### src/rtl/keypad_frontend.sv
// -----------------------------------------------------------------------------
// keypad_frontend
//
// Purpose:
//   Front end for a 4x4 matrix keypad. It has three parts:
//   - a combinational row-sense model of the keypad, driven by the scanner's
//     column lines,
//   - a multi-stage row synchronizer into the clk domain,
//   - four independent 1-bit debouncers, one for each bit of the scanner's
//     raw key code.
//
// Parameters:
//   SYNC_STAGES - number of flip-flop stages in the row synchronizer (>= 2)
//   DB_CYCLES   - number of consecutive identical samples a debouncer needs
//                 before its output follows the input (2..255)
//
// Ports:
//   clk     in   1  system clock, rising edge
//   rst     in   1  synchronous, active-high reset
//   key     in  16  key states, 1 = pressed, bit index = 4*row + col
//   col     in   4  column drive from the scanner, active-high
//   code    in   4  raw key code from the scanner
//   row     out  4  row sense lines, combinational from key and col
//   s_row   out  4  row lines synchronized to clk
//   code_db out  4  debounced copy of code
// -----------------------------------------------------------------------------
module keypad_frontend #(
    parameter int SYNC_STAGES = 2,
    parameter int DB_CYCLES   = 4
) (
    input  logic        clk,
    input  logic        rst,
    input  logic [15:0] key,
    input  logic [3:0]  col,
    input  logic [3:0]  code,
    output logic [3:0]  row,
    output logic [3:0]  s_row,
    output logic [3:0]  code_db
);

    localparam logic [7:0] DB_MAX = 8'(DB_CYCLES);

    // Row model: a pressed key ties its column line to its row line.
    always_comb begin
        row = '0;
        for (int r = 0; r < 4; r++) begin
            row[r] = |(key[4*r +: 4] & col);
        end
    end

    // Synchronizer stages: sync_p[0] captures row, the last stage drives s_row.
    logic [3:0] sync_p [SYNC_STAGES];

    always_ff @(posedge clk) begin
        if (rst) begin
            for (int i = 0; i < SYNC_STAGES; i++) begin
                sync_p[i] <= '0;
            end
        end else begin
            sync_p[0] <= row;
            for (int i = 1; i < SYNC_STAGES; i++) begin
                sync_p[i] <= sync_p[i-1];
            end
        end
    end

    assign s_row = sync_p[SYNC_STAGES-1];

    // Debouncers: smp holds the previous sample, cnt is the length of the
    // current run of identical samples. A new value restarts the run at 1.
    // The output commits on the edge where the run reaches DB_CYCLES, and
    // the counter then saturates so a stable input causes no further updates.
    logic [3:0] smp;
    logic [7:0] cnt [4];

    always_ff @(posedge clk) begin
        if (rst) begin
            smp     <= '0;
            code_db <= '0;
            for (int i = 0; i < 4; i++) begin
                cnt[i] <= '0;
            end
        end else begin
            for (int i = 0; i < 4; i++) begin
                if (code[i] != smp[i]) begin
                    smp[i] <= code[i];
                    cnt[i] <= 8'd1;
                end else if (cnt[i] != DB_MAX) begin
                    cnt[i] <= cnt[i] + 8'd1;
                    if (cnt[i] + 8'd1 == DB_MAX) begin
                        code_db[i] <= smp[i];
                    end
                end
            end
        end
    end

endmodule

### config.mk
export PLATFORM = sky130hd
export DESIGN_NAME = keypad_frontend
export DESIGN_NICKNAME = d
export VERILOG_FILES = /design/src/rtl/keypad_frontend.sv
export SDC_FILE = /design/constraint.sdc
export NUM_CORES = 1
export LEC_CHECK = 0
export CELL_PAD_IN_SITES_DETAIL_PLACEMENT = 1
export CELL_PAD_IN_SITES_GLOBAL_PLACEMENT = 1
export CORE_MARGIN = 3
export CORE_UTILIZATION = 43
export CTS_BUF_LIST = sky130_fd_sc_hd__clkbuf_4 sky130_fd_sc_hd__clkbuf_8
export DETAILED_ROUTE_END_ITERATION = 7
export MAX_ROUTING_LAYER = met4
export PLACE_DENSITY_LB_ADDON = 0.08
export SETUP_SLACK_MARGIN = 0.05
export SLEW_MARGIN = 0
export SYNTH_ARGS = -nofsm -noshare
export SYNTH_HDL_FRONTEND = slang
export SYNTH_SLANG_ARGS = --single-unit
export TNS_END_PERCENT = 30
### constraint.sdc
create_clock -name clk -period 2.02 [get_ports clk]
set_clock_uncertainty 0.15 [all_clocks]
set_input_delay 0.404 -clock clk [delete_from_list [all_inputs] [get_ports clk]]
set_output_delay 0.404 -clock clk [all_outputs]
set_load 0.05 [all_outputs]
# Word-level counts from Yosys, hierarchy flattened
# Memories as Yosys holds them, arrays and structs flattened.
# Cells that the tools add are included.
[op_classes]
n_reduce_logical = 8
n_addsub = 4
bitwise_logic = 18
n_eq_ne = 12
muxes = 41
[ops]
columns = ["cell", "n"]
rows = [
  ["2-to-1 mux 8 bit", 8],
  ["adder 8 x 1 -> 8 bit, second input constant", 4],
  ["== test 8 x 3 -> 1 bit, second input constant", 4],
  ["inequality test 8 x 3 -> 1 bit, second input constant", 4],
  ["2-to-1 mux 1 bit", 31],
  ["bitwise AND 4 bit", 4],
  ["OR reduction 4 bit", 4],
  ["AND reduction 3 bit", 4],
  ["bitwise OR 1 bit", 10],
  ["2-to-1 mux 4 bit", 2],
  ["inequality test 1 bit", 4],
  ["NOT 1 bit", 4],
]
[word_totals]
n_memories = 2
elab_cells = 93
ramBits = 40
output_inout_bits = 12
register_bits = 8
[mem_list]
columns = ["memory", "depth", "width", "rd", "rd_ports_with_merged_regs", "write_ports", "line_no", "source"]
rows = [
  ["cnt", 4, 8, 4, 0, 4, "74", "logic [7:0] cnt [4];"],
  ["sync_p", 2, 4, 2, 0, 2, "52", "logic [3:0] sync_p [SYNC_STAGES];"],
]

# Longest topological paths before layout
# Gate-level depths: netlist (run 1).
[logic_depth]
depth_word = 6
depth_mapped = 7
ltp_nobuf = 7

# Least setup slack after synthesis (run 1)
# No wires, ideal clock.
[synth_path]
path_type = "reg-to-reg"
start = "memory cnt[1][5]"
end = "memory cnt[1][0], enable pin"
arrival_time_ps = 1375
synth_period_minus_slack_ps = 1825
n_path_buf = 0
stages_incl_launch_ff = 4
setup_time_ps = 300
required_time_ps = 1570
setup_slack_ps = 195
path_cell_list = "edfxtp_1 > or4_1 > nor3_2 > nand2_1"
[synth_lines]
columns = ["element", "line_no"]
rows = [
  ["start, declared", "74"],
]

# Final worst setup path (run 1)
[layout_path]
start = "input key[4]"
end = "output row[1]"
[layout_via]
elab_chain_len = 2
[layout_rtl]
columns = ["element", "line_no", "source"]
rows = [
  ["start, declared", "33", "input logic [15:0] key,"],
  ["bitwise AND 4 bit", "47", "row[r] = |(key[4*r +: 4] & col);"],
  ["OR reduction 4 bit", "47", ""],
  ["end, declared", "36", "output logic [3:0] row,"],
]
# No other way between the ends.

==> impl_results.html, run 1 <==
<table>
<tr><th>Metric</th><th>Value</th></tr>
<tr><th colspan="2">Route</th></tr>
<tr><td>Wire length the detailed router placed on met1</td><td>2.40 mm</td></tr>
<tr><td>Number of design-rule violations left by the first detailed-router iteration</td><td>38</td></tr>
<tr><td>Uppermost metal layer occupied by signal nets</td><td>met4</td></tr>
<tr><td>Number of vias per cell after detailed routing</td><td>5.09</td></tr>
<tr><td>Number of iterations in the first detailed-routing pass</td><td>4</td></tr>
<tr><td>Total via count after detailed routing</td><td>1897</td></tr>
<tr><td>Met2 wire len</td><td>2.68 mm</td></tr>
<tr><td>Final routed DRC violation total</td><td>0</td></tr>
<tr><td>Drt wl/cell</td><td>14.6 µm</td></tr>
<tr><td>WL final</td><td>5.46 mm</td></tr>
<tr><td>DRT antenna net count</td><td>0</td></tr>
<tr><td>Total met3 wirelength after detailed routing</td><td>308 µm</td></tr>
<tr><th colspan="2">Clocking</th></tr>
<tr><td>Post-CTS setup buffer count</td><td>0</td></tr>
<tr><td>Number of cells upsized or downsized after cts</td><td>1</td></tr>
<tr><td>Hold buffer count at cts</td><td>0</td></tr>
<tr><td>Number of buffers on the longest clock path</td><td>2</td></tr>
<tr><td>Root cell of the clock tree</td><td>sky130_fd_sc_hd__clkbuf_8</td></tr>
<tr><td>Clock tree from TritonCTS</td><td>yes</td></tr>
<tr><td>Number of buffers created by CTS</td><td>5</td></tr>
<tr><td>Clock latency at the later pin of the worst-skew pair</td><td>0.30 ns</td></tr>
<tr><td>Clk sink count</td><td>48</td></tr>
<tr><td>Number of H-tree levels</td><td>2</td></tr>
<tr><td>Clock Pin Slew Worst Setup and Hold Paths</td><td>0.08 ns</td></tr>
<tr><th colspan="2">Yosys</th></tr>
<tr><td>Warnings from Yosys</td><td>0</td></tr>
<tr><td>Number of distinct library cells after synthesis</td><td>33</td></tr>
<tr><td>Adder and majority gate portion of the synthesized area</td><td>0.0402</td></tr>
<tr><td>Largest family of logic cells by synthesized area</td><td>simple AND/OR/NAND/NOR gates</td></tr>
<tr><td>Top cells by area, synth</td><td>sky130_fd_sc_hd__edfxtp_1, sky130_fd_sc_hd__dfxtp_1, sky130_fd_sc_hd__nor2_1</td></tr>
<tr><td>Cells after synthesis</td><td>249</td></tr>
<tr><td>XOR/XNOR share of the synthesized area</td><td>0.0986</td></tr>
<tr><td>Proportion of netlist area held by the largest area contributor</td><td>0.386</td></tr>
<tr><td>Post-synthesis cell area</td><td>2490 µm²</td></tr>
<tr><td>Sequential area share after synthesis</td><td>0.515</td></tr>
<tr><td>Share of cell area taken by muxes after synthesis</td><td>0.00805</td></tr>
<tr><td>Simple-gate area share of the yosys netlist</td><td>0.250</td></tr>
<tr><td>Compound-gate portion of the synthesized area</td><td>0.0503</td></tr>
<tr><td>Largest area contributor in the synthesized netlist</td><td>sky130_fd_sc_hd__edfxtp_1</td></tr>
<tr><td>Synthesis-stage register bit count</td><td>48</td></tr>
<tr><td>Mean cell area of the mapped netlist</td><td>9.99 µm²</td></tr>
<tr><td>Post-Synthesis Net Count</td><td>283</td></tr>
<tr><th colspan="2">Critical path</th></tr>
<tr><td>Critical path type</td><td>in2out</td></tr>
<tr><td>Kind of end point of the critical path</td><td>output pin</td></tr>
<tr><td>Maximum fanout along the worst path</td><td>2</td></tr>
<tr><td>Critical path launch point type</td><td>input port</td></tr>
<tr><td>Required arrival time at the worst endpoint</td><td>1.47 ns</td></tr>
<tr><td>Arr. time, crit path</td><td>1.33 ns</td></tr>
<tr><th colspan="2">Power</th></tr>
<tr><td>Clock network fraction of total power</td><td>0.354</td></tr>
<tr><td>Power density relative to cell area</td><td>670 nW/µm²</td></tr>
<tr><td>Internal portion of total power</td><td>1.66 mW</td></tr>
<tr><td>Portion of total power attributed to combinational logic</td><td>0.136</td></tr>
<tr><td>Switching part of the total power</td><td>0.238</td></tr>
<tr><td>Sequential power share</td><td>0.510</td></tr>
<tr><td>Switching power total</td><td>0.516 mW</td></tr>
<tr><td>Lkg Pwr</td><td>1.35 nW</td></tr>
<tr><td>Worst vdd rail ir drop</td><td>0.000323 V</td></tr>
<tr><th colspan="2">STA</th></tr>
<tr><td>Worst max-slew margin expressed relative to the limit</td><td>0.667</td></tr>
<tr><td>Setup violation total in the final timing report</td><td>0</td></tr>
<tr><td>Unrepaired setup endpoints after global routing</td><td>true</td></tr>
<tr><td>Total negative slack for setup checks</td><td>0 ns</td></tr>
<tr><td>Worst Max-Slew Pin Slew</td><td>0.498 ns</td></tr>
<tr><td>Share of the clock period used by the worst path after layout</td><td>0.934</td></tr>
<tr><td>Crit path time final</td><td>1.89 ns</td></tr>
<tr><td>Final max-slew violation count</td><td>0</td></tr>
<tr><td>Achievable clock frequency</td><td>0.530 GHz</td></tr>
<tr><td>Final hold viol count</td><td>0</td></tr>
<tr><td>Min setup slack post-route</td><td>0.133 ns</td></tr>
<tr><th colspan="2">Die</th></tr>
<tr><td>Floorplan die area</td><td>6730 µm²</td></tr>
<tr><td>Vertical die dimension</td><td>82.1 µm</td></tr>
<tr><td>Core box area</td><td>5540 µm²</td></tr>
<tr><td>Initial Utilization</td><td>0.449</td></tr>
<tr><td>Ports</td><td>38</td></tr>
<tr><td>Row count</td><td>27</td></tr>
<tr><td>X dimension of the die</td><td>82.1 µm</td></tr>
<tr><th colspan="2">GRT</th></tr>
<tr><td>Via count of the first global-routing pass</td><td>2013</td></tr>
<tr><td>Congestion Overflow GR</td><td>0</td></tr>
<tr><td>Total Routing Usage GR</td><td>0.182</td></tr>
<tr><td>Antenna violations before repair</td><td>0</td></tr>
<tr><td>Largest net degree at the start of global routing</td><td>19</td></tr>
<tr><td>First-pass GRT wire length</td><td>9.11 mm</td></tr>
<tr><th colspan="2">Final layout</th></tr>
<tr><td>Net count of the finished layout</td><td>334</td></tr>
<tr><td>Highest-count cells in the layout ignoring fill and taps</td><td>sky130_fd_sc_hd__nor2_1, sky130_fd_sc_hd__edfxtp_1, sky130_fd_sc_hd__clkdlybuf4s50_1</td></tr>
<tr><td>Total of fill cells in the finished design</td><td>610</td></tr>
<tr><td>Proportion of layout cells with a drive suffix above 1</td><td>0.146</td></tr>
<tr><td>Antenna cell count</td><td>0</td></tr>
<tr><td>Area grow syn2layout</td><td>30.3%</td></tr>
<tr><td>Leading cell type in the layout, fill and taps excluded</td><td>sky130_fd_sc_hd__nor2_1</td></tr>
<tr><th colspan="2">Job</th></tr>
<tr><td>Count of maximum capacitance violations</td><td>0</td></tr>
<tr><th colspan="2">Placed design</th></tr>
<tr><td>Dpl ws</td><td>0.00508 ns</td></tr>
<tr><td>Dpl hpwl</td><td>4.09 mm</td></tr>
<tr><td>Last weighted congestion value of the routability-driven placer</td><td>0.774</td></tr>
<tr><td>Number of I/O port buffers</td><td>37</td></tr>
<tr><th colspan="2">Status</th></tr>
<tr><td>Run status</td><td>completed</td></tr>
<tr><th colspan="2">Worst hold path</th></tr>
<tr><td>Hold/Removal Path Class</td><td>reg2reg</td></tr>
</table>
-- final timing paths --
| kind | endpoint | slack (ns) | depth (start not counted) | from |
|---|---|---|---|---|
| min reg2reg | sync_p[0][6] | 0.29 | 1 | sync_p[0][2] |
| max reg2reg | cnt[1][2] | 0.15 | 4 | cnt[1][5] |
| min | sync_p[0][6] | 0.29 | 1 | sync_p[0][2] |
| max | row[1] | 0.13 | 4 | key[4] |
-- per-stage QoR --
step / area (µm²) / utilization / hold slack [ns] / cells / total power [mW]
final: 3240 / 0.585 / 0.294 / 373 / 2.17
after global routing: 3240 / 0.585 / 0.314 / 373 / 2.25
after CTS: 3190 / 0.575 / 0.303 / 373 / 2.18
after detailed placement: 3060 / 0.553 / 0.280 / 365 / 1.42
after global placement: 3060 / 0.553 / 0.268 / 365 / 1.41
after floorplan: 2490 / - / 0.264 / 249 / 1.28
-- cell families after synthesis --
| group | after synthesis |
|---|---|
| AOI/OAI and AO/OA | 19 |
| muxes | 2 |
| and+or+nand+nor | 123 |
| xor gates and xnor gates | 28 |
| buffers and inverters | 21 |
| DFF | 48 |
| adders and majority gates | 8 |
-- cell usage after synthesis, drive strengths merged --
| master | instances |
|---|---|
| o31ai | 1 |
| nand4 | 4 |
| nor2b | 11 |
| or2b | 1 |
| nand3 | 14 |
| nor2 | 49 |
| a31o | 1 |
| edfxtp | 32 |
| o21ai | 2 |
| clkbuf | 3 |
| inv | 14 |
| nand3b | 1 |
| nor4 | 1 |
| nor3 | 2 |
| nor4b | 3 |
| ha | 8 |
| nand2 | 14 |
| a21oi | 6 |
| o41ai | 1 |
| xnor2 | 11 |
| nor4bb | 1 |
| xor2 | 17 |
| buf | 4 |
| dfxtp | 16 |
| and3 | 9 |
| nor3b | 1 |
| or4 | 1 |
| and4 | 1 |
| a22oi | 8 |
| nand2b | 9 |
| mux2i | 2 |
| nand4b | 1 |
-- cell type report --
cell class | instances | area (µm²) | share of cell area
Clock inverter | 1 | 30.0 | 0.00926
Tap cell | 72 | 90.1 | 0.0278
Sequential cell | 48 | 1280 | 0.395
Timing Repair Buffer | 51 | 537 | 0.166
Clock buffer | 7 | 96.3 | 0.0297
Multi-Input combinational cell | 180 | 1150 | 0.356
Inverter | 14 | 52.6 | 0.0162
-- worst max-delay path, stage by stage --
cell and delay (ns):
sky130_fd_sc_hd__clkdlybuf4s50_1 0.42, sky130_fd_sc_hd__a22oi_2 0.23, sky130_fd_sc_hd__nand2_1 0.12, sky130_fd_sc_hd__buf_12 0.16
-- metal layers --
layer  GRT usage  vias up
li1            -      949
met1       0.216      896
met2       0.301       44
met3      0.0515        8
met4      0.0515        0
met5           -        -
-- power groups by stage --
stage	combinational (mW)	clock [mW]	sequential, mW
floorplan	0.157	0	1.12
finish	0.296	0.769	1.11
CTS	0.290	0.782	1.11
global placement	0.282	0	1.13
global route	0.326	0.812	1.11
detailed placement	0.288	0	1.13
-- state kept, by name (all words and copies together) (netlist names) --
register and count:
cnt 32, code_db 4, smp 4, sync_p 8
Power figures use the tool's default switching activity.
==> run 2, diff against run 1 <==
- GPL_ROUTABILITY_DRIVEN: default -> 0
- RECOVER_POWER: default -> 25
==> run 2 against run 1 <==
Flip-flop and latch count unchanged. Largest power group unchanged. Sequential share of layout area grew 0.64 points. Routed wire length shrank 0.24%. Highest routed layer unchanged. Non-clock buffer count did not move.
==> impl_results.html, run 2 (synthesis gave the netlist of run 1 again) <==
<table>
<tr><th>Metric</th><th>Value</th></tr>
<tr><th colspan="2">Status</th></tr>
<tr><td>Run status</td><td>completed</td></tr>
<tr><th colspan="2">STA</th></tr>
<tr><td>Share of the clock period used by the worst path after layout</td><td>0.942 (+0.00803)</td></tr>
<tr><td>Worst hold slack</td><td>0.294 ns (-0.000154 ns)</td></tr>
<tr><td>Final max-slew violation count</td><td>0 (unchanged)</td></tr>
<tr><td>Final hold viol count</td><td>0 (unchanged)</td></tr>
<tr><td>Worst Max-Slew Pin Slew</td><td>0.641 ns (+0.142 ns)</td></tr>
<tr><td>Unrepaired setup endpoints after global routing</td><td>true</td></tr>
<tr><td>Worst max-slew margin expressed relative to the limit</td><td>0.575 (-0.0925)</td></tr>
<tr><td>Crit path time final</td><td>1.90 ns (+0.0162 ns)</td></tr>
<tr><td>Setup violation total in the final timing report</td><td>0 (unchanged)</td></tr>
<tr><td>Achievable clock frequency</td><td>0.525 GHz (-0.85%)</td></tr>
<tr><td>Total negative slack for setup checks</td><td>0 ns (unchanged)</td></tr>
<tr><th colspan="2">Final layout</th></tr>
<tr><td>Highest-count cells in the layout ignoring fill and taps</td><td>sky130_fd_sc_hd__nor2_1, sky130_fd_sc_hd__edfxtp_1, sky130_fd_sc_hd__clkdlybuf4s50_1</td></tr>
<tr><td>Top flop regs</td><td>cnt: 32 flops, sync_p: 8 flops</td></tr>
<tr><td>Sequential Area</td><td>1280 µm² (unchanged)</td></tr>
<tr><td>Number of flip-flops in the largest register</td><td>32 (unchanged)</td></tr>
<tr><td>Total of fill cells in the finished design</td><td>620 (+1.6%)</td></tr>
<tr><td>Utilization after layout</td><td>0.576 (-0.00926)</td></tr>
<tr><td>Antenna cell count</td><td>0 (unchanged)</td></tr>
<tr><td>Largest register by flop count</td><td>cnt</td></tr>
<tr><td>Leading cell type in the layout, fill and taps excluded</td><td>sky130_fd_sc_hd__nor2_1</td></tr>
<tr><td>Area grow syn2layout</td><td>28.3%</td></tr>
<tr><td>Area used by multi-input combinational logic</td><td>1150 µm² (unchanged)</td></tr>
<tr><td>Proportion of layout cells with a drive suffix above 1</td><td>0.120 (-0.0266)</td></tr>
<tr><td>Count of placed standard cells in the final layout, fillers left out</td><td>373 (unchanged)</td></tr>
<tr><td>Net count of the finished layout</td><td>334 (unchanged)</td></tr>
<tr><th colspan="2">Power</th></tr>
<tr><td>Portion of total power attributed to combinational logic</td><td>0.134 (-0.002)</td></tr>
<tr><td>Sequential power share</td><td>0.512 (+0.002)</td></tr>
<tr><td>Power density relative to cell area</td><td>678 nW/µm² (+1.2%)</td></tr>
<tr><td>Tot Pwr</td><td>2.16 mW (-0.42%)</td></tr>
<tr><td>Lkg Pwr</td><td>1.29 nW (-4.3%)</td></tr>
<tr><td>Worst vdd rail ir drop</td><td>0.000323 V (about the same)</td></tr>
<tr><td>Internal portion of total power</td><td>1.65 mW (-0.37%)</td></tr>
<tr><td>Switching part of the total power</td><td>0.237 (-0.000350)</td></tr>
<tr><td>Switching power total</td><td>0.513 mW (-0.57%)</td></tr>
<tr><td>Clock network fraction of total power</td><td>0.354 (about the same)</td></tr>
<tr><th colspan="2">Worst hold path</th></tr>
<tr><td>Hold/Removal Path Class</td><td>reg2reg</td></tr>
<tr><th colspan="2">Clocking</th></tr>
<tr><td>Clk sink count</td><td>48 (unchanged)</td></tr>
<tr><td>Post-CTS setup buffer count</td><td>0 (unchanged)</td></tr>
<tr><td>Clock tree from TritonCTS</td><td>yes</td></tr>
<tr><td>Hold buffer count at cts</td><td>0 (unchanged)</td></tr>
<tr><td>Root cell of the clock tree</td><td>sky130_fd_sc_hd__clkbuf_8</td></tr>
<tr><td>Number of H-tree levels</td><td>2 (unchanged)</td></tr>
<tr><td>Clock latency at the later pin of the worst-skew pair</td><td>0.30 ns (about the same)</td></tr>
<tr><td>Clock Pin Slew Worst Setup and Hold Paths</td><td>0.09 ns (about the same)</td></tr>
<tr><td>Number of buffers on the longest clock path</td><td>2 (unchanged)</td></tr>
<tr><td>Number of cells upsized or downsized after cts</td><td>1 (unchanged)</td></tr>
<tr><td>Number of buffers created by CTS</td><td>5 (unchanged)</td></tr>
<tr><th colspan="2">Route</th></tr>
<tr><td>DRT antenna net count</td><td>0 (unchanged)</td></tr>
<tr><td>Number of design-rule violations left by the first detailed-router iteration</td><td>46 (+21%)</td></tr>
<tr><td>Drt wl/cell</td><td>14.6 µm (-0.24%)</td></tr>
<tr><td>Final routed DRC violation total</td><td>0 (unchanged)</td></tr>
<tr><td>WL final</td><td>5.45 mm (-0.24%)</td></tr>
<tr><td>Number of vias per cell after detailed routing</td><td>5.10 (+0.26%)</td></tr>
<tr><td>Total via count after detailed routing</td><td>1902 (+0.26%)</td></tr>
<tr><td>Number of iterations in the first detailed-routing pass</td><td>4 (unchanged)</td></tr>
<tr><th colspan="2">Critical path</th></tr>
<tr><td>Required arrival time at the worst endpoint</td><td>1.82 ns (+0.35 ns)</td></tr>
<tr><td>Kind of end point of the critical path</td><td>flip-flop</td></tr>
<tr><td>Arr. time, crit path</td><td>1.71 ns (+0.38 ns)</td></tr>
<tr><td>Maximum fanout along the worst path</td><td>8 (+6)</td></tr>
<tr><td>Critical path type</td><td>in2reg</td></tr>
<tr><td>Critical path launch point type</td><td>input port</td></tr>
<tr><th colspan="2">Die</th></tr>
<tr><td>Row count</td><td>27 (unchanged)</td></tr>
<tr><td>X dimension of the die</td><td>82.1 µm (unchanged)</td></tr>
<tr><td>Core box area</td><td>5540 µm² (unchanged)</td></tr>
<tr><td>Initial Utilization</td><td>0.449 (unchanged)</td></tr>
<tr><td>Ports</td><td>38 (unchanged)</td></tr>
<tr><td>Vertical die dimension</td><td>82.1 µm (unchanged)</td></tr>
<tr><td>Floorplan die area</td><td>6730 µm² (unchanged)</td></tr>
<tr><th colspan="2">Job</th></tr>
<tr><td>Count of maximum capacitance violations</td><td>0 (unchanged)</td></tr>
<tr><th colspan="2">Placed design</th></tr>
<tr><td>Number of I/O port buffers</td><td>37 (unchanged)</td></tr>
<tr><td>Cells after DPL</td><td>365 (unchanged)</td></tr>
<tr><td>Dpl hpwl</td><td>4.09 mm (unchanged)</td></tr>
<tr><th colspan="2">GRT</th></tr>
<tr><td>Congestion Overflow GR</td><td>0 (unchanged)</td></tr>
<tr><td>Total Routing Usage GR</td><td>0.182 (unchanged)</td></tr>
<tr><td>Via count of the first global-routing pass</td><td>2013 (unchanged)</td></tr>
<tr><td>Antenna violations before repair</td><td>0 (unchanged)</td></tr>
<tr><td>Largest net degree at the start of global routing</td><td>19 (unchanged)</td></tr>
<tr><td>First-pass GRT wire length</td><td>9.11 mm (unchanged)</td></tr>
</table>
run 2: cell count changes in the layout (fill, tap and decap cells not counted), sizes merged:
cell           change
buf                -8
clkbuf             +9
clkdlybuf4s50      -1
dlygate4sd3        +1
dlymetal6s2s       -1
run 2: per-stage QoR:
step	cell area (µm²)	setup WS [ns]
4_1_cts	3190	0.0155
6_report	3190	0.117
3_5_place_dp	3060	0.00508
5_1_grt	3190	0.0265
3_3_place_gp	3060	0.0319
2_1_floorplan	2490	0.195
run 2: layer usage:
layer	track usage	vias up	part of all wire
li1	-	950	-
met1	0.216	900	0.44
met2	0.301	44	0.49
met3	0.0515	8	0.057
met4	0.0515	0	0.014
met5	-	-	0
run 2: path summary, 6_finish.rpt:
check / cells after the start / start / slack (ns) / to
max: 5 / code[3] / 0.12 / cnt[3][0]
min: 1 / sync_p[0][2] / 0.29 / sync_p[0][6]
max reg2reg: 4 / cnt[1][5] / 0.15 / cnt[1][2]
min reg2reg: 1 / sync_p[0][2] / 0.29 / sync_p[0][6]
run 2: cell type report:
cell class                      instances  share of cell area
Sequential cell                        48               0.402
Multi-Input combinational cell        180               0.362
Timing Repair Buffer                   51               0.152
Clock buffer                            7              0.0302
Tap cell                               72              0.0282
Inverter                               14              0.0165
Clock inverter                          1             0.00941
run 2: power groups by stage:
| stage | combinational, mW | sequential [mW] | clock, mW |
|---|---|---|---|
| 2_1_floorplan | 0.157 | 1.12 | 0 |
| 3_3_place_gp | 0.282 | 1.13 | 0 |
| 3_5_place_dp | 0.288 | 1.13 | 0 |
| 4_1_cts | 0.290 | 1.11 | 0.782 |
| 5_1_grt | 0.320 | 1.11 | 0.812 |
| 6_report | 0.289 | 1.11 | 0.766 |
run 2: critical path: stages:
cell	delay, ns
sky130_fd_sc_hd__clkdlybuf4s50_1	0.50
sky130_fd_sc_hd__xor2_1	0.26
sky130_fd_sc_hd__nor2_1	0.09
sky130_fd_sc_hd__nand2_1	0.07
sky130_fd_sc_hd__clkbuf_1	0.38
==> run 3, diff against run 2 <==
- ABC_CLOCK_PERIOD_IN_PS: default -> 2200
- CORE_UTILIZATION: 43 -> 46
- SKIP_CTS_REPAIR_TIMING: default -> 1
- clock period: 2.02 -> 2.2 ns (I/O delays scaled with it)
==> run 3 against run 2 <==
Worst setup slack worse by 0.036 ns. First-iteration DRC count grew 48%. Register-to-register slack better by 0.09 ns. Sequential power is 8% lower. Cell count down 3.2%. Largest cell class unchanged. Non-clock buffer count shrank 10. Hold slack worse by 0.010 ns. Critical path depth shrank 1. Flip-flop and latch count did not move. Global-route usage is 0.70 points higher. Sequential share of layout area increased by 1.1 points. Utilization rose by 2.5 points.
==> impl_results.html, run 3 (synthesis gave the netlist of run 1 again) <==
<table>
<tr><th>Metric</th><th>Value</th></tr>
<tr><th colspan="2">Route</th></tr>
<tr><td>WL final</td><td>5.54 mm (+1.7%)</td></tr>
<tr><td>Drt wl/cell</td><td>15.3 µm (+5.0%)</td></tr>
<tr><td>Total via count after detailed routing</td><td>1896 (-0.32%)</td></tr>
<tr><td>Number of vias per cell after detailed routing</td><td>5.25 (+3.0%)</td></tr>
<tr><td>DRT antenna net count</td><td>0 (unchanged)</td></tr>
<tr><td>Final routed DRC violation total</td><td>0 (unchanged)</td></tr>
<tr><td>Number of iterations in the first detailed-routing pass</td><td>4 (unchanged)</td></tr>
<tr><td>Number of design-rule violations left by the first detailed-router iteration</td><td>68 (+48%)</td></tr>
<tr><th colspan="2">STA</th></tr>
<tr><td>Worst max-slew margin expressed relative to the limit</td><td>0.641 (+0.0667)</td></tr>
<tr><td>Share of the clock period used by the worst path after layout</td><td>0.963</td></tr>
<tr><td>Min setup slack post-route</td><td>0.0806 ns (-0.0362 ns)</td></tr>
<tr><td>Setup violation total in the final timing report</td><td>0 (unchanged)</td></tr>
<tr><td>Final hold viol count</td><td>0 (unchanged)</td></tr>
<tr><td>Crit path time final</td><td>2.12 ns</td></tr>
<tr><td>Unrepaired setup endpoints after global routing</td><td>true</td></tr>
<tr><td>Worst hold slack</td><td>0.284 ns (-0.0105 ns)</td></tr>
<tr><td>Total negative slack for setup checks</td><td>0 ns (unchanged)</td></tr>
<tr><td>Achievable clock frequency</td><td>0.472 GHz</td></tr>
<tr><td>Final max-slew violation count</td><td>0 (unchanged)</td></tr>
<tr><td>Worst Max-Slew Pin Slew</td><td>0.536 ns (-0.104 ns)</td></tr>
<tr><th colspan="2">Power</th></tr>
<tr><td>Power density relative to cell area</td><td>622 nW/µm² (-8.1%)</td></tr>
<tr><td>Lkg Pwr</td><td>1.22 nW (-5.8%)</td></tr>
<tr><td>Worst vdd rail ir drop</td><td>0.000443 V (+37%)</td></tr>
<tr><th colspan="2">Critical path</th></tr>
<tr><td>Required arrival time at the worst endpoint</td><td>1.61 ns (-0.21 ns)</td></tr>
<tr><td>Worst Reg-to-Reg Cells</td><td>3 (-1)</td></tr>
<tr><td>Critical path type</td><td>in2out</td></tr>
<tr><td>Critical path launch point type</td><td>input port</td></tr>
<tr><td>Arr. time, crit path</td><td>1.53 ns (-0.18 ns)</td></tr>
<tr><td>Maximum fanout along the worst path</td><td>4 (-4)</td></tr>
<tr><td>Kind of end point of the critical path</td><td>output pin</td></tr>
<tr><th colspan="2">Clocking</th></tr>
<tr><td>Number of buffers on the longest clock path</td><td>2 (unchanged)</td></tr>
<tr><td>Number of H-tree levels</td><td>2 (unchanged)</td></tr>
<tr><td>Clock Pin Slew Worst Setup and Hold Paths</td><td>0.10 ns (about the same)</td></tr>
<tr><td>Clock tree from TritonCTS</td><td>yes</td></tr>
<tr><td>Root cell of the clock tree</td><td>sky130_fd_sc_hd__clkbuf_8</td></tr>
<tr><td>Clk sink count</td><td>48 (unchanged)</td></tr>
<tr><td>Number of buffers created by CTS</td><td>5 (unchanged)</td></tr>
<tr><td>Clock latency at the later pin of the worst-skew pair</td><td>0.31 ns (about the same)</td></tr>
<tr><th colspan="2">Placed design</th></tr>
<tr><td>Dpl ws</td><td>0.0832 ns (+0.0781 ns)</td></tr>
<tr><td>Number of I/O port buffers</td><td>37 (unchanged)</td></tr>
<tr><td>Dpl hpwl</td><td>4.06 mm (-0.58%)</td></tr>
<tr><th colspan="2">Die</th></tr>
<tr><td>Ports</td><td>38 (unchanged)</td></tr>
<tr><td>X dimension of the die</td><td>79.5 µm (-3.1%)</td></tr>
<tr><td>Vertical die dimension</td><td>79.5 µm (-3.1%)</td></tr>
<tr><td>Core box area</td><td>5170 µm² (-6.6%)</td></tr>
<tr><td>Initial Utilization</td><td>0.481 (+0.0319)</td></tr>
<tr><td>Row count</td><td>26 (-3.7%)</td></tr>
<tr><td>Floorplan die area</td><td>6330 µm² (-6.0%)</td></tr>
<tr><th colspan="2">GRT</th></tr>
<tr><td>First-pass GRT wire length</td><td>9.07 mm (-0.46%)</td></tr>
<tr><td>GR Layer Usage met2</td><td>0.310 (+0.00839)</td></tr>
<tr><td>Total Routing Usage GR</td><td>0.189 (+0.00703)</td></tr>
<tr><td>Antenna violations before repair</td><td>0 (unchanged)</td></tr>
<tr><td>Largest net degree at the start of global routing</td><td>28 (+9)</td></tr>
<tr><td>GR Util met1</td><td>0.236 (+0.0198)</td></tr>
<tr><td>Met3 track demand over resource in global routing</td><td>0.0463 (-0.00526)</td></tr>
<tr><td>Most Used Layer, Global Route</td><td>met2</td></tr>
<tr><td>Via count of the first global-routing pass</td><td>1943 (-3.5%)</td></tr>
<tr><td>Congestion Overflow GR</td><td>0 (unchanged)</td></tr>
<tr><th colspan="2">Final layout</th></tr>
<tr><td>Proportion of layout cells with a drive suffix above 1</td><td>0.0722 (-0.0474)</td></tr>
<tr><td>Net count of the finished layout</td><td>324 (-3.0%)</td></tr>
<tr><td>Top flop regs</td><td>cnt: 32 flops, sync_p: 8 flops</td></tr>
<tr><td>Highest-count cells in the layout ignoring fill and taps</td><td>sky130_fd_sc_hd__nor2_1, sky130_fd_sc_hd__edfxtp_1, sky130_fd_sc_hd__clkdlybuf4s50_1</td></tr>
<tr><td>Number of flip-flops in the largest register</td><td>32 (unchanged)</td></tr>
<tr><td>Utilization after layout</td><td>0.601 (+0.0250)</td></tr>
<tr><td>Total of fill cells in the finished design</td><td>572 (-7.7%)</td></tr>
<tr><td>Antenna cell count</td><td>0 (unchanged)</td></tr>
<tr><td>Largest register by flop count</td><td>cnt</td></tr>
<tr><td>Leading cell type in the layout, fill and taps excluded</td><td>sky130_fd_sc_hd__nor2_1</td></tr>
<tr><td>Area grow syn2layout</td><td>24.9%</td></tr>
<tr><th colspan="2">Status</th></tr>
<tr><td>Run status</td><td>completed</td></tr>
<tr><th colspan="2">Worst hold path</th></tr>
<tr><td>Hold/Removal Path Class</td><td>reg2reg</td></tr>
<tr><td>Cells on Worst Hold Path</td><td>1 (unchanged)</td></tr>
<tr><th colspan="2">Job</th></tr>
<tr><td>Count of maximum capacitance violations</td><td>0 (unchanged)</td></tr>
</table>
run 3: stage by stage:
| stage | area [µm²] | std cells | power (mW) |
|---|---|---|---|
| 2_1_floorplan | 2490 | 249 | 1.17 |
| 3_3_place_gp | 2990 | 353 | 1.29 |
| 3_5_place_dp | 2990 | 353 | 1.30 |
| 4_1_cts | 3100 | 361 | 1.95 |
| 5_1_grt | 3110 | 361 | 2.02 |
| 6_report | 3110 | 361 | 1.93 |
run 3: final cells by class:
cell class              count  area [µm²]  share of cell area
clock buffers               5        68.8              0.0221
clock inverters             3        42.5              0.0137
inverters                  14        52.6              0.0169
well taps                  70        87.6              0.0282
flip-flops and latches     48        1280               0.412
multi-input cells         180        1120               0.361
repair buffers             41         453               0.146
run 3: critical path, cell delays in order:
cell and delay, ns:
sky130_fd_sc_hd__clkdlybuf4s50_1 0.50, sky130_fd_sc_hd__a22oi_1 0.28, sky130_fd_sc_hd__nand2_1 0.14, sky130_fd_sc_hd__buf_12 0.17
run 3: final timing paths:
kind / start / slack, ns / end
max: col[0] / 0.08 / row[0]
min: sync_p[0][2] / 0.28 / sync_p[0][6]
max reg2reg: cnt[1][3] / 0.24 / cnt[1][3]
min reg2reg: sync_p[0][2] / 0.28 / sync_p[0][6]
run 3: per-layer routing:
| metal | up-vias | wire [µm] |
|---|---|---|
| met5 | - | 0 |
| met4 | 0 | 18 |
| met3 | 2 | 288 |
| met2 | 46 | 2650 |
| met1 | 917 | 2580 |
| li1 | 931 | - |
run 3: where the power goes:
part	switching, mW	leakage (nW)	total (mW)	internal (mW)
registers	0.0291	0.520	1.02	0.988
clock network	0.314	0.0541	0.650	0.337
logic	0.141	0.641	0.267	0.126
